## config.mk

```make
export PLATFORM = sky130hd
export DESIGN_NAME = multicycle_controller
export DESIGN_NICKNAME = d
export VERILOG_FILES = /design/src/rtl/multicycle_controller.sv
export SDC_FILE = /design/constraint.sdc
export NUM_CORES = 1
export LEC_CHECK = 0
export CAP_MARGIN = 10
export CORE_ASPECT_RATIO = 0.7
export CORE_MARGIN = 10
export CORE_UTILIZATION = 41
export DETAILED_ROUTE_END_ITERATION = 6
export HOLD_SLACK_MARGIN = 0.12
export PLACE_DENSITY = 0.84
export SYNTH_ARGS = -nofsm -noshare
export SYNTH_HDL_FRONTEND = slang
export SYNTH_SLANG_ARGS = --single-unit
```

## constraint.sdc

```tcl
create_clock -name clk -period 1.87 [get_ports clk]
set_input_delay 0.2805 -clock clk [delete_from_list [all_inputs] [get_ports clk]]
set_output_delay 0.2805 -clock clk [all_outputs]
set_load 0.02 [all_outputs]
```

## src/rtl/multicycle_controller.sv

```systemverilog
// ---------------------------------------------------------------------------
// multicycle_controller
//
// Moore-style control FSM for a shared-memory multicycle datapath. Each
// instruction is sequenced over 3-5 cycles, plus one cycle for every cycle
// that mem_ready is low during a memory access.
//
// Optional feature: define MULTICYCLE_CONTROLLER_BNE_EN to decode op 0110 as
// BNE (BRANCH with pcwrite = ~zero). When it is undefined, op 0110 is illegal.
//
// Parameters:
//   OP_W       opcode width (>=4), encodings zero-extended
//   FUNCT_W    funct width (>=4), encodings zero-extended
//   ALUCTRL_W  alucontrol width (>=4)
//
// Ports:
//   clk         system clock, rising edge
//   reset_n     asynchronous active-low reset (state -> FETCH, strobes low)
//   op, funct   instruction fields from the IR
//   zero        ALU zero flag
//   mem_ready   memory access completes this cycle
//   pcwrite, iord, irwrite, memwrite, regdst, memtoreg, regwrite,
//   alusrca, alusrcb, pcsrc, alucontrol   datapath controls
//   illegal_op  one-cycle pulse on an undecodable instruction
//   instr_done  one-cycle pulse in the final cycle of each instruction
//   state       current FSM state (debug)
// ---------------------------------------------------------------------------
module multicycle_controller #(
    parameter int OP_W      = 4,
    parameter int FUNCT_W   = 4,
    parameter int ALUCTRL_W = 4
) (
    input  logic                 clk,
    input  logic                 reset_n,
    input  logic [OP_W-1:0]      op,
    input  logic [FUNCT_W-1:0]   funct,
    input  logic                 zero,
    input  logic                 mem_ready,
    output logic                 pcwrite,
    output logic                 iord,
    output logic                 irwrite,
    output logic                 memwrite,
    output logic                 regdst,
    output logic                 memtoreg,
    output logic                 regwrite,
    output logic                 alusrca,
    output logic [1:0]           alusrcb,
    output logic [1:0]           pcsrc,
    output logic [ALUCTRL_W-1:0] alucontrol,
    output logic                 illegal_op,
    output logic                 instr_done,
    output logic [3:0]           state
);

    typedef enum logic [3:0] {
        S_FETCH   = 4'd0,
        S_DECODE  = 4'd1,
        S_MEMADR  = 4'd2,
        S_MEMRD   = 4'd3,
        S_MEMWB   = 4'd4,
        S_MEMWR   = 4'd5,
        S_EXEC    = 4'd6,
        S_ALUWB   = 4'd7,
        S_BRANCH  = 4'd8,
        S_ADDIEX  = 4'd9,
        S_ADDIWB  = 4'd10,
        S_JUMP    = 4'd11,
        S_ILLEGAL = 4'd12
    } state_t;

    localparam logic [OP_W-1:0] OP_R    = OP_W'(4'b0000);
    localparam logic [OP_W-1:0] OP_LW   = OP_W'(4'b0001);
    localparam logic [OP_W-1:0] OP_SW   = OP_W'(4'b0010);
    localparam logic [OP_W-1:0] OP_BEQ  = OP_W'(4'b0011);
    localparam logic [OP_W-1:0] OP_ADDI = OP_W'(4'b0100);
    localparam logic [OP_W-1:0] OP_J    = OP_W'(4'b0101);
`ifdef MULTICYCLE_CONTROLLER_BNE_EN
    localparam logic [OP_W-1:0] OP_BNE  = OP_W'(4'b0110);
`endif

    localparam logic [FUNCT_W-1:0] FN_ADD = FUNCT_W'(4'b0000);
    localparam logic [FUNCT_W-1:0] FN_SUB = FUNCT_W'(4'b0001);
    localparam logic [FUNCT_W-1:0] FN_AND = FUNCT_W'(4'b0010);
    localparam logic [FUNCT_W-1:0] FN_OR  = FUNCT_W'(4'b0011);
    localparam logic [FUNCT_W-1:0] FN_SLT = FUNCT_W'(4'b0100);

    localparam logic [ALUCTRL_W-1:0] ALU_AND = ALUCTRL_W'(4'b0000);
    localparam logic [ALUCTRL_W-1:0] ALU_OR  = ALUCTRL_W'(4'b0001);
    localparam logic [ALUCTRL_W-1:0] ALU_ADD = ALUCTRL_W'(4'b0010);
    localparam logic [ALUCTRL_W-1:0] ALU_SUB = ALUCTRL_W'(4'b0110);
    localparam logic [ALUCTRL_W-1:0] ALU_SLT = ALUCTRL_W'(4'b0111);

    // True when the R-type funct field is one the ALU supports.
    function automatic logic funct_valid(input logic [FUNCT_W-1:0] f);
        logic ok;
        case (f)
            FN_ADD, FN_SUB, FN_AND, FN_OR, FN_SLT: ok = 1'b1;
            default:                               ok = 1'b0;
        endcase
        return ok;
    endfunction

    // R-type funct to ALU operation; unknown funct falls back to add.
    function automatic logic [ALUCTRL_W-1:0] funct_alu(input logic [FUNCT_W-1:0] f);
        logic [ALUCTRL_W-1:0] a;
        case (f)
            FN_ADD:  a = ALU_ADD;
            FN_SUB:  a = ALU_SUB;
            FN_AND:  a = ALU_AND;
            FN_OR:   a = ALU_OR;
            FN_SLT:  a = ALU_SLT;
            default: a = ALU_ADD;
        endcase
        return a;
    endfunction

    state_t               state_r;
    state_t               state_next_s;
    logic [ALUCTRL_W-1:0] exec_alu_r;

    logic                 pcwrite_s;
    logic                 iord_s;
    logic                 irwrite_s;
    logic                 memwrite_s;
    logic                 regdst_s;
    logic                 memtoreg_s;
    logic                 regwrite_s;
    logic                 alusrca_s;
    logic [1:0]           alusrcb_s;
    logic [1:0]           pcsrc_s;
    logic [ALUCTRL_W-1:0] alucontrol_s;
    logic                 illegal_op_s;
    logic                 instr_done_s;
    logic                 branch_take_s;

`ifdef MULTICYCLE_CONTROLLER_BNE_EN
    logic                 bne_r;

    // Remember whether the branch being executed is BNE (op sampled in DECODE).
    always_ff @(posedge clk or negedge reset_n) begin
        if (!reset_n) begin
            bne_r <= 1'b0;
        end else if (state_r == S_DECODE) begin
            bne_r <= (op == OP_BNE);
        end else begin
            bne_r <= bne_r;
        end
    end

    assign branch_take_s = bne_r ? ~zero : zero;
`else
    assign branch_take_s = zero;
`endif

    // State register; reset aborts any instruction in flight.
    always_ff @(posedge clk or negedge reset_n) begin
        if (!reset_n) begin
            state_r <= S_FETCH;
        end else begin
            state_r <= state_next_s;
        end
    end

    // Capture the R-type ALU operation in DECODE so later funct changes are ignored.
    always_ff @(posedge clk or negedge reset_n) begin
        if (!reset_n) begin
            exec_alu_r <= ALU_ADD;
        end else if (state_r == S_DECODE) begin
            exec_alu_r <= funct_alu(funct);
        end else begin
            exec_alu_r <= exec_alu_r;
        end
    end

    // Next-state and Moore output decode.
    always_comb begin
        state_next_s = state_r;
        pcwrite_s    = 1'b0;
        iord_s       = 1'b0;
        irwrite_s    = 1'b0;
        memwrite_s   = 1'b0;
        regdst_s     = 1'b0;
        memtoreg_s   = 1'b0;
        regwrite_s   = 1'b0;
        alusrca_s    = 1'b0;
        alusrcb_s    = 2'b00;
        pcsrc_s      = 2'b00;
        alucontrol_s = ALU_ADD;
        illegal_op_s = 1'b0;
        instr_done_s = 1'b0;

        case (state_r)
            S_FETCH: begin
                alusrcb_s = 2'b01;
                irwrite_s = mem_ready;
                pcwrite_s = mem_ready;
                if (mem_ready) begin
                    state_next_s = S_DECODE;
                end else begin
                    state_next_s = S_FETCH;
                end
            end
            S_DECODE: begin
                // Branch target is precomputed into ALUOut here.
                alusrcb_s = 2'b11;
                case (op)
                    OP_R: begin
                        if (funct_valid(funct)) begin
                            state_next_s = S_EXEC;
                        end else begin
                            state_next_s = S_ILLEGAL;
                        end
                    end
                    OP_LW, OP_SW: state_next_s = S_MEMADR;
                    OP_BEQ:       state_next_s = S_BRANCH;
`ifdef MULTICYCLE_CONTROLLER_BNE_EN
                    OP_BNE:       state_next_s = S_BRANCH;
`endif
                    OP_ADDI:      state_next_s = S_ADDIEX;
                    OP_J:         state_next_s = S_JUMP;
                    default:      state_next_s = S_ILLEGAL;
                endcase
            end
            S_MEMADR: begin
                alusrca_s = 1'b1;
                alusrcb_s = 2'b10;
                if (op == OP_SW) begin
                    state_next_s = S_MEMWR;
                end else begin
                    state_next_s = S_MEMRD;
                end
            end
            S_MEMRD: begin
                iord_s = 1'b1;
                if (mem_ready) begin
                    state_next_s = S_MEMWB;
                end else begin
                    state_next_s = S_MEMRD;
                end
            end
            S_MEMWB: begin
                memtoreg_s   = 1'b1;
                regwrite_s   = 1'b1;
                instr_done_s = 1'b1;
                state_next_s = S_FETCH;
            end
            S_MEMWR: begin
                // Write request stays asserted for the whole wait.
                iord_s     = 1'b1;
                memwrite_s = 1'b1;
                if (mem_ready) begin
                    instr_done_s = 1'b1;
                    state_next_s = S_FETCH;
                end else begin
                    instr_done_s = 1'b0;
                    state_next_s = S_MEMWR;
                end
            end
            S_EXEC: begin
                alusrca_s    = 1'b1;
                alucontrol_s = exec_alu_r;
                state_next_s = S_ALUWB;
            end
            S_ALUWB: begin
                regdst_s     = 1'b1;
                regwrite_s   = 1'b1;
                instr_done_s = 1'b1;
                state_next_s = S_FETCH;
            end
            S_BRANCH: begin
                alusrca_s    = 1'b1;
                alucontrol_s = ALU_SUB;
                pcsrc_s      = 2'b01;
                pcwrite_s    = branch_take_s;
                instr_done_s = 1'b1;
                state_next_s = S_FETCH;
            end
            S_ADDIEX: begin
                alusrca_s    = 1'b1;
                alusrcb_s    = 2'b10;
                state_next_s = S_ADDIWB;
            end
            S_ADDIWB: begin
                regwrite_s   = 1'b1;
                instr_done_s = 1'b1;
                state_next_s = S_FETCH;
            end
            S_JUMP: begin
                pcsrc_s      = 2'b10;
                pcwrite_s    = 1'b1;
                instr_done_s = 1'b1;
                state_next_s = S_FETCH;
            end
            S_ILLEGAL: begin
                // PC was already advanced in FETCH, so the instruction is skipped.
                illegal_op_s = 1'b1;
                instr_done_s = 1'b1;
                state_next_s = S_FETCH;
            end
            default: begin
                state_next_s = S_FETCH;
            end
        endcase
    end

    // Strobes are forced low while reset is held, independent of mem_ready/zero.
    assign pcwrite    = pcwrite_s    & reset_n;
    assign irwrite    = irwrite_s    & reset_n;
    assign memwrite   = memwrite_s   & reset_n;
    assign regwrite   = regwrite_s   & reset_n;
    assign illegal_op = illegal_op_s & reset_n;
    assign instr_done = instr_done_s & reset_n;

    assign iord       = iord_s;
    assign regdst     = regdst_s;
    assign memtoreg   = memtoreg_s;
    assign alusrca    = alusrca_s;
    assign alusrcb    = alusrcb_s;
    assign pcsrc      = pcsrc_s;
    assign alucontrol = alucontrol_s;
    assign state      = state_r;

endmodule

```

==> out/metrics.yaml, run 1 <==
critical_path:
  cp_slowest_stage_delay_ns: 0.47
  start_kind: "flip-flop"
  timing.rr.start: "state[3]"
  slowest_stage: "dfrtp_2"
  crit_family: "flip-flops"
  arrival_ns: 1.50
  worstRegToRegCells: 4
  cp-end-kind: "primary output"
  crit_type: "reg -> out"
  required_ns: 1.59
  cp_num_buf_inv: 2
  r2r-end: "state[1]"
  path_cells: "buf_4 -> nor2_1 -> nand3b_1 -> a21oi_1 -> buf_2"
  rrSetupSlack_ns: 0.10
  crit_fanout: 9
  cp_num_cells: 5
route:
  post_drt_wl_per_cell_um: 14.30
  drtIter0Drc: 43
  via_per_inst: 5.366
  ant_nets: 0
  vias: 982
  wirelength_mm: 2.616
  drtPass1Iterations: 4
  route.detailed.drc: 0
floorplanning:
  io_pins: 34
  start_util: 0.4245
  die_w_um: 71.91
  die_area_um2: 4051
  die_y_um: 56.34
  core-area_um2: 1822
  std_cell_rows: 13
clock_tree:
  cts_root_buf: "clkbuf_4"
  cts_inserted_buffers: 3
  cts.sink_count: 7
  cts_tree: "done"
  htree_num_levels: 1
  cts_max_path_buffers: 2
  clk_pin_slew_ns: 0.05
  insertion_delay_ns: 0.24
global_route:
  grt_max_degree: 12
  grtUsageMet3: 0.02105
  top_usage_layer: "met2"
  overflow: 0
  grtUsageMet1: 0.1441
  antenna_found_initial: 0
  grtUsageMet2: 0.2186
  grt_usage: 0.1254
  grt_first_pass_wirelength_mm: 4.312
  grt_pass1_vias: 930
synth:
  ys_seq_area_frac: 0.2282
  yosysMostFrequentCell: "nor2_1"
  syn_nets: 118
  synth_ff_type: "dfrtp_1"
  postSynthAreaPerCell_um2: 7.295
  yosys-top-cells-count: "nor2_1 (10), a21oi_1 (8), nand2b_1 (8), nand2_1 (7), o21ai_0 (7)"
  netlist.top_cell.by_area: "dfrtp_1"
  synth_seq_cells: 7
  yosysWarningCount: 0
  synth_edf_count: 0
  synthDistinctLibCells: 40
  async_flop_share: 1.000
  synth_area_leaders: "dfrtp_1 (19%), nand2b_1 (6.5%), a21oi_1 (5.2%)"
  synth_top_area_frac: 0.1942
  syn_inst: 106
  netlist_area_um2: 773.2
sta:
  setup_tns_ns: 0
  finalCritPeriodShare: 0.9533
  period_needed_ns: 1.783
  slew_violations: 0
  clock.fmax_mhz: 561.0
  hold_viol: 0
  setup_viol: 0
  skew_ns: 0.001253
final_layout:
  drive_above_1_share: 0.3043
  fin_nets: 174
  diodes: 0
  multi_input_area_um2: 540.5
  layout.filler_cells: 183
  syn_to_final_growth_pct: 61.00
  seq_area_um2: 177.7
placed_design:
  numPortBuffers: 32
  gp_congestion: 0.8508
  hpwl_mm: 2.176
job:
  maxCapViolCount: 0
pwr:
  p_per_area_nw_per_um2: 1224
  ir_drop_mv: 0.7247
  p_leak_nw: 0.5757
  total_power_w: 0.001524
worst_hold_path:
  min_path_type: "in -> async"
run_status:
  outcome: "finished clean"
==> through the flow <==
| step | utilization | std cells | instance area, um2 | hold slack (ns) | setup WS (ns) |
|---|---|---|---|---|---|
| CTS | 0.6985 | 181 | 1272 | 0.4346 | -0.02397 |
| detailed placement | 0.6909 | 177 | 1259 | 0.4800 | -0.1987 |
| floorplan | - | 106 | 773.2 | -0.01509 | 0.05684 |
| global route | 0.6834 | 183 | 1245 | 0.4582 | -0.001153 |
| global placement | 0.6909 | 177 | 1259 | 0.4775 | -0.1557 |
| finish | 0.6834 | 183 | 1245 | 0.4400 | 0.08740 |
==> layout make-up <==
class                   count  area share
inverters                   3    0.009045
multi-input cells          88      0.4342
flip-flops and latches      7      0.1427
clock buffers               4     0.02111
repair buffers             59      0.3709
well taps                  22     0.02211
==> placed cells by master (no fill, tap or decap), types with 2 or more instances in the layout <==
cell	Yosys	layout
and3_1	2	2
or3_1	2	2
and4_1	2	2
a21oi_1	8	8
a21o_1	2	2
nand3_1	2	2
a221o_1	2	2
clkdlybuf4s50_1	0	15
xnor2_1	2	2
buf_2	1	3
clkbuf_2	0	8
clkbuf_4	0	3
nand2_1	7	7
nand3b_1	3	3
nor2_1	10	10
inv_1	3	3
nor3b_1	2	2
nor2b_1	5	5
nand2b_1	8	6
o211ai_1	2	2
o21ai_0	7	7
buf_4	1	27
nor3_1	6	6
dlygate4sd2_1	0	5
dfrtp_1	6	5
nand2b_2	0	2
==> power by group <==
group	total, W	switching, W	internal [W]
logic	0.00110	0.000575	0.000529
clock network	0.000131	0.0000496	0.0000810
registers	0.000289	0.0000700	0.000219
total	0.00152	0.000694	0.000829
==> flip-flops by register name, summed over array words and instances, names as in the netlist <==
name / cells
exec_alu_r: 3
state: 4
==> repair_timing <==
item / in CTS / in global routing
pin swaps: 0 / 1
resized for setup: 30 / 19
setup endpoints to repair: 17 / 12
setup buffers: 0 / 2
gates cloned: 0 / 0
hold buffers: 0 / 0
==> kinds of logic after synthesis <==
family,Yosys count,share of synthesized area
AO/OA/AOI/OAI,28,0.2330
flip-flops,7,0.2282
buffers and inverters,11,0.07928
XOR/XNOR,2,0.02266
other,1,0.004850
AND/OR/NAND/NOR,57,0.4321
==> per-layer routing <==
layer / part of all wire / up-vias
li1: - / 493
met2: 0.51 / 23
met3: 0.050 / 2
met4: 0.0073 / 0
met1: 0.43 / 464
met5: 0 / -
==> how the worst max path moves through the flow <==
stage,start,to,slack (ns)
final,state[1],pcwrite,0.09
after global routing,state[0],regdst,-0.001
after CTS,state[1],regwrite,-0.02
after detailed placement,reset_n,instr_done,-0.20
after global placement,reset_n,instr_done,-0.16
after floorplan,state[2],instr_done,0.06
No activity file was read; power rests on OpenSTA's default activity.
==> run 2, diff against run 1 <==
--- a/config.mk
+++ b/config.mk
@@ -6,12 +6,13 @@
 export NUM_CORES = 1
 export LEC_CHECK = 0
 export CAP_MARGIN = 10
-export CORE_ASPECT_RATIO = 0.7
-export CORE_MARGIN = 10
-export CORE_UTILIZATION = 41
+export CORE_AREA = 10 10 47 49
 export DETAILED_ROUTE_END_ITERATION = 6
+export DIE_AREA = 0 0 57 59
+export DONT_BUFFER_PORTS = 1
+export GPL_TIMING_DRIVEN = 0
 export HOLD_SLACK_MARGIN = 0.12
-export PLACE_DENSITY = 0.84
+export PLACE_DENSITY = 0.79
 export SYNTH_ARGS = -nofsm -noshare
 export SYNTH_HDL_FRONTEND = slang
 export SYNTH_SLANG_ARGS = --single-unit
==> run 2 against run 1 <==
Against the previous run: global-route usage increased by 0.76 points; register-to-register slack improved by 0.02 ns; wire length decreased by 13%; clock-buffer cell count unchanged; cell count decreased by 30%; non-clock buffer count decreased by 48; first-iteration DRC count decreased by 67%; die area decreased by 17%; setup slack got worse by 0.032 ns; critical endpoint is now alucontrol[2].
==> out/metrics.yaml, run 2 (synthesized netlist as in run 1, its figures left out) <==
route:
  dr.max_layer_used: "met4"
  route.detailed.drc: 0
  wl_met1_um: 934
  via_per_inst: 6.194
  wl_met2_mm: 1.155
  drtPass1Iterations: 4
  ant_nets: 0
  vias: 799
  post_drt_wl_per_cell_um: 17.65
  met3_length_um: 161
  drtIter0Drc: 14
  wirelength_mm: 2.277
clock_tree:
  insertion_delay_ns: 0.25
  cts_max_path_buffers: 2
  cts_tree: "done"
  htree_num_levels: 1
  cts_root_buf: "clkbuf_4"
  cts_inserted_buffers: 3
  clk_pin_slew_ns: 0.05
  post-cts-setup-buffers: 0
  cts.sink_count: 7
pwr:
  ir_drop_mv: 0.6778
  netSwitchingFraction: 0.5118
  switching_power_w: 0.0006982
  p_comb_frac: 0.668
  internal_power_w: 0.0006659
  clkPwrFrac: 0.097
  seqPwrFrac: 0.235
  p_leak_nw: 0.3628
  p_per_area_nw_per_um2: 1391
final_layout:
  final_common_cell: "nor2_1"
  largest_reg_flops: 4
  stdcell_area_um2: 980.9
  drive_above_1_share: 0.3186
  diodes: 0
  syn_to_final_growth_pct: 26.86
  layout_common_cells: "nor2_1 (9), nand2_1 (6)"
  fin_nets: 126
sta:
  clock.fmax_mhz: 551.1
  rsz0062_at_grt: "yes"
  slew_violations: 0
  setup_viol: 0
  finalCritPeriodShare: 0.9703
  period_needed_ns: 1.815
  skew_ns: 0.003825
  setup_slack_ns: 0.05548
  hold_viol: 0
placed_design:
  numPortBuffers: 0
  gp_congestion: 0.7966
  place_ws_ns: -0.1424
  dpl_cell_area_um2: 793.3
  hpwl_mm: 1.619
critical_path:
  cp-end-kind: "primary output"
  timing.rr.start: "state[2]"
  required_ns: 1.59
  crit_path_start: "state[2]"
  start_kind: "flip-flop"
  r2r-end: "state[1]"
  crit_type: "reg -> out"
  crit_fanout: 9
  rrSetupSlack_ns: 0.12
  arrival_ns: 1.53
  worstRegToRegCells: 5
  endpoint: "alucontrol[2]"
global_route:
  overflow: 0
  grt_usage: 0.1330
  antenna_found_initial: 0
  grt_first_pass_wirelength_mm: 3.650
  grt_max_degree: 11
  grt_pass1_vias: 747
run_status:
  outcome: "finished clean"
floorplanning:
  core-area_um2: 1401
  die_y_um: 59
  std_cell_rows: 14
  io_pins: 34
  die_area_um2: 3363
  die_w_um: 57
  start_util: 0.5518
job:
  maxCapViolCount: 0
worst_hold_path:
  min_path_type: "in -> reg"
## run 2: cell types whose count changed in the layout (fill, tap and decap cells not counted), moves of 3 or more
cell             change
a21oi_4              +3
dfrtp_1              -3
buf_4               -25
dlygate4sd2_1        -5
buf_6                +3
nor3_2               +5
dlygate4sd3_1        +3
dfrtp_2              +3
clkbuf_2             -8
a21oi_1              -3
buf_2                -3
clkdlybuf4s50_1     -15
nor3_1               -5
## run 2: worst min path at each step
| stage | from | to | cells past startpoint |
|---|---|---|---|
| 2_1_floorplan | reset_n | exec_alu_r[0] | 0 |
| 5_1_grt | funct[2] | exec_alu_r[2] | 2 |
| 3_3_place_gp | reset_n | exec_alu_r[0] | 0 |
| 6_report | funct[2] | exec_alu_r[2] | 2 |
| 3_5_place_dp | reset_n | exec_alu_r[0] | 0 |
| 4_1_cts | funct[1] | exec_alu_r[2] | 1 |
## run 2: repair_timing
action / 4_1_cts / 5_1_grt
pin swaps: 2 / 4
setup endpoints to repair: 17 / 10
gates resized for setup: 30 / 11
hold endpoints to repair: 9 / 1
hold buffers: 2 / 1
## run 2: per-stage QoR
| stage | std cells | power (W) | utilization | hold slack, ns | TNS (ns) |
|---|---|---|---|---|---|
| after detailed placement | 122 | 0.001014 | 0.5661 | -0.01475 | -0.2662 |
| after global routing | 129 | 0.001472 | 0.7000 | 0.2132 | -0.01468 |
| after floorplan | 106 | 0.0008944 | - | -0.01509 | 0 |
| after global placement | 122 | 0.001000 | 0.5661 | -0.01478 | -0.2190 |
| final | 129 | 0.001364 | 0.7000 | 0.2292 | 0 |
| after CTS | 128 | 0.001311 | 0.6723 | 0.1210 | -0.02227 |
## run 2: area by class of cell
type / instances / area, um2
Buffer: 8 / 77.57
Clock buffer: 4 / 26.28
Timing Repair Buffer: 3 / 30.03
Multi-Input combinational cell: 88 / 634.4
Fill cell: 123 / 420.4
Inverter: 3 / 11.26
Sequential cell: 7 / 181.4
Tap cell: 16 / 20.02
## run 2: critical path, stage by stage, from the launching register on
cell      delay, ns
dfrtp_2        0.45
buf_6          0.15
nand2b_2       0.21
or2_4          0.27
a21oi_4        0.20
## run 2: per-layer routing
layer	global-route usage	vias up
met2	0.2217	26
met5	0	-
met4	0.07047	0
li1	-	395
met3	0.04506	2
met1	0.1462	376
## run 2: power by group through the flow
stage | registers [W] | logic [W] | clock network [W]
after CTS | 0.000319 | 0.000852 | 0.000139
after global placement | 0.000311 | 0.000689 | 0
final | 0.000320 | 0.000911 | 0.000133
after global routing | 0.000335 | 0.000989 | 0.000149
after floorplan | 0.000295 | 0.000600 | 0
after detailed placement | 0.000312 | 0.000702 | 0
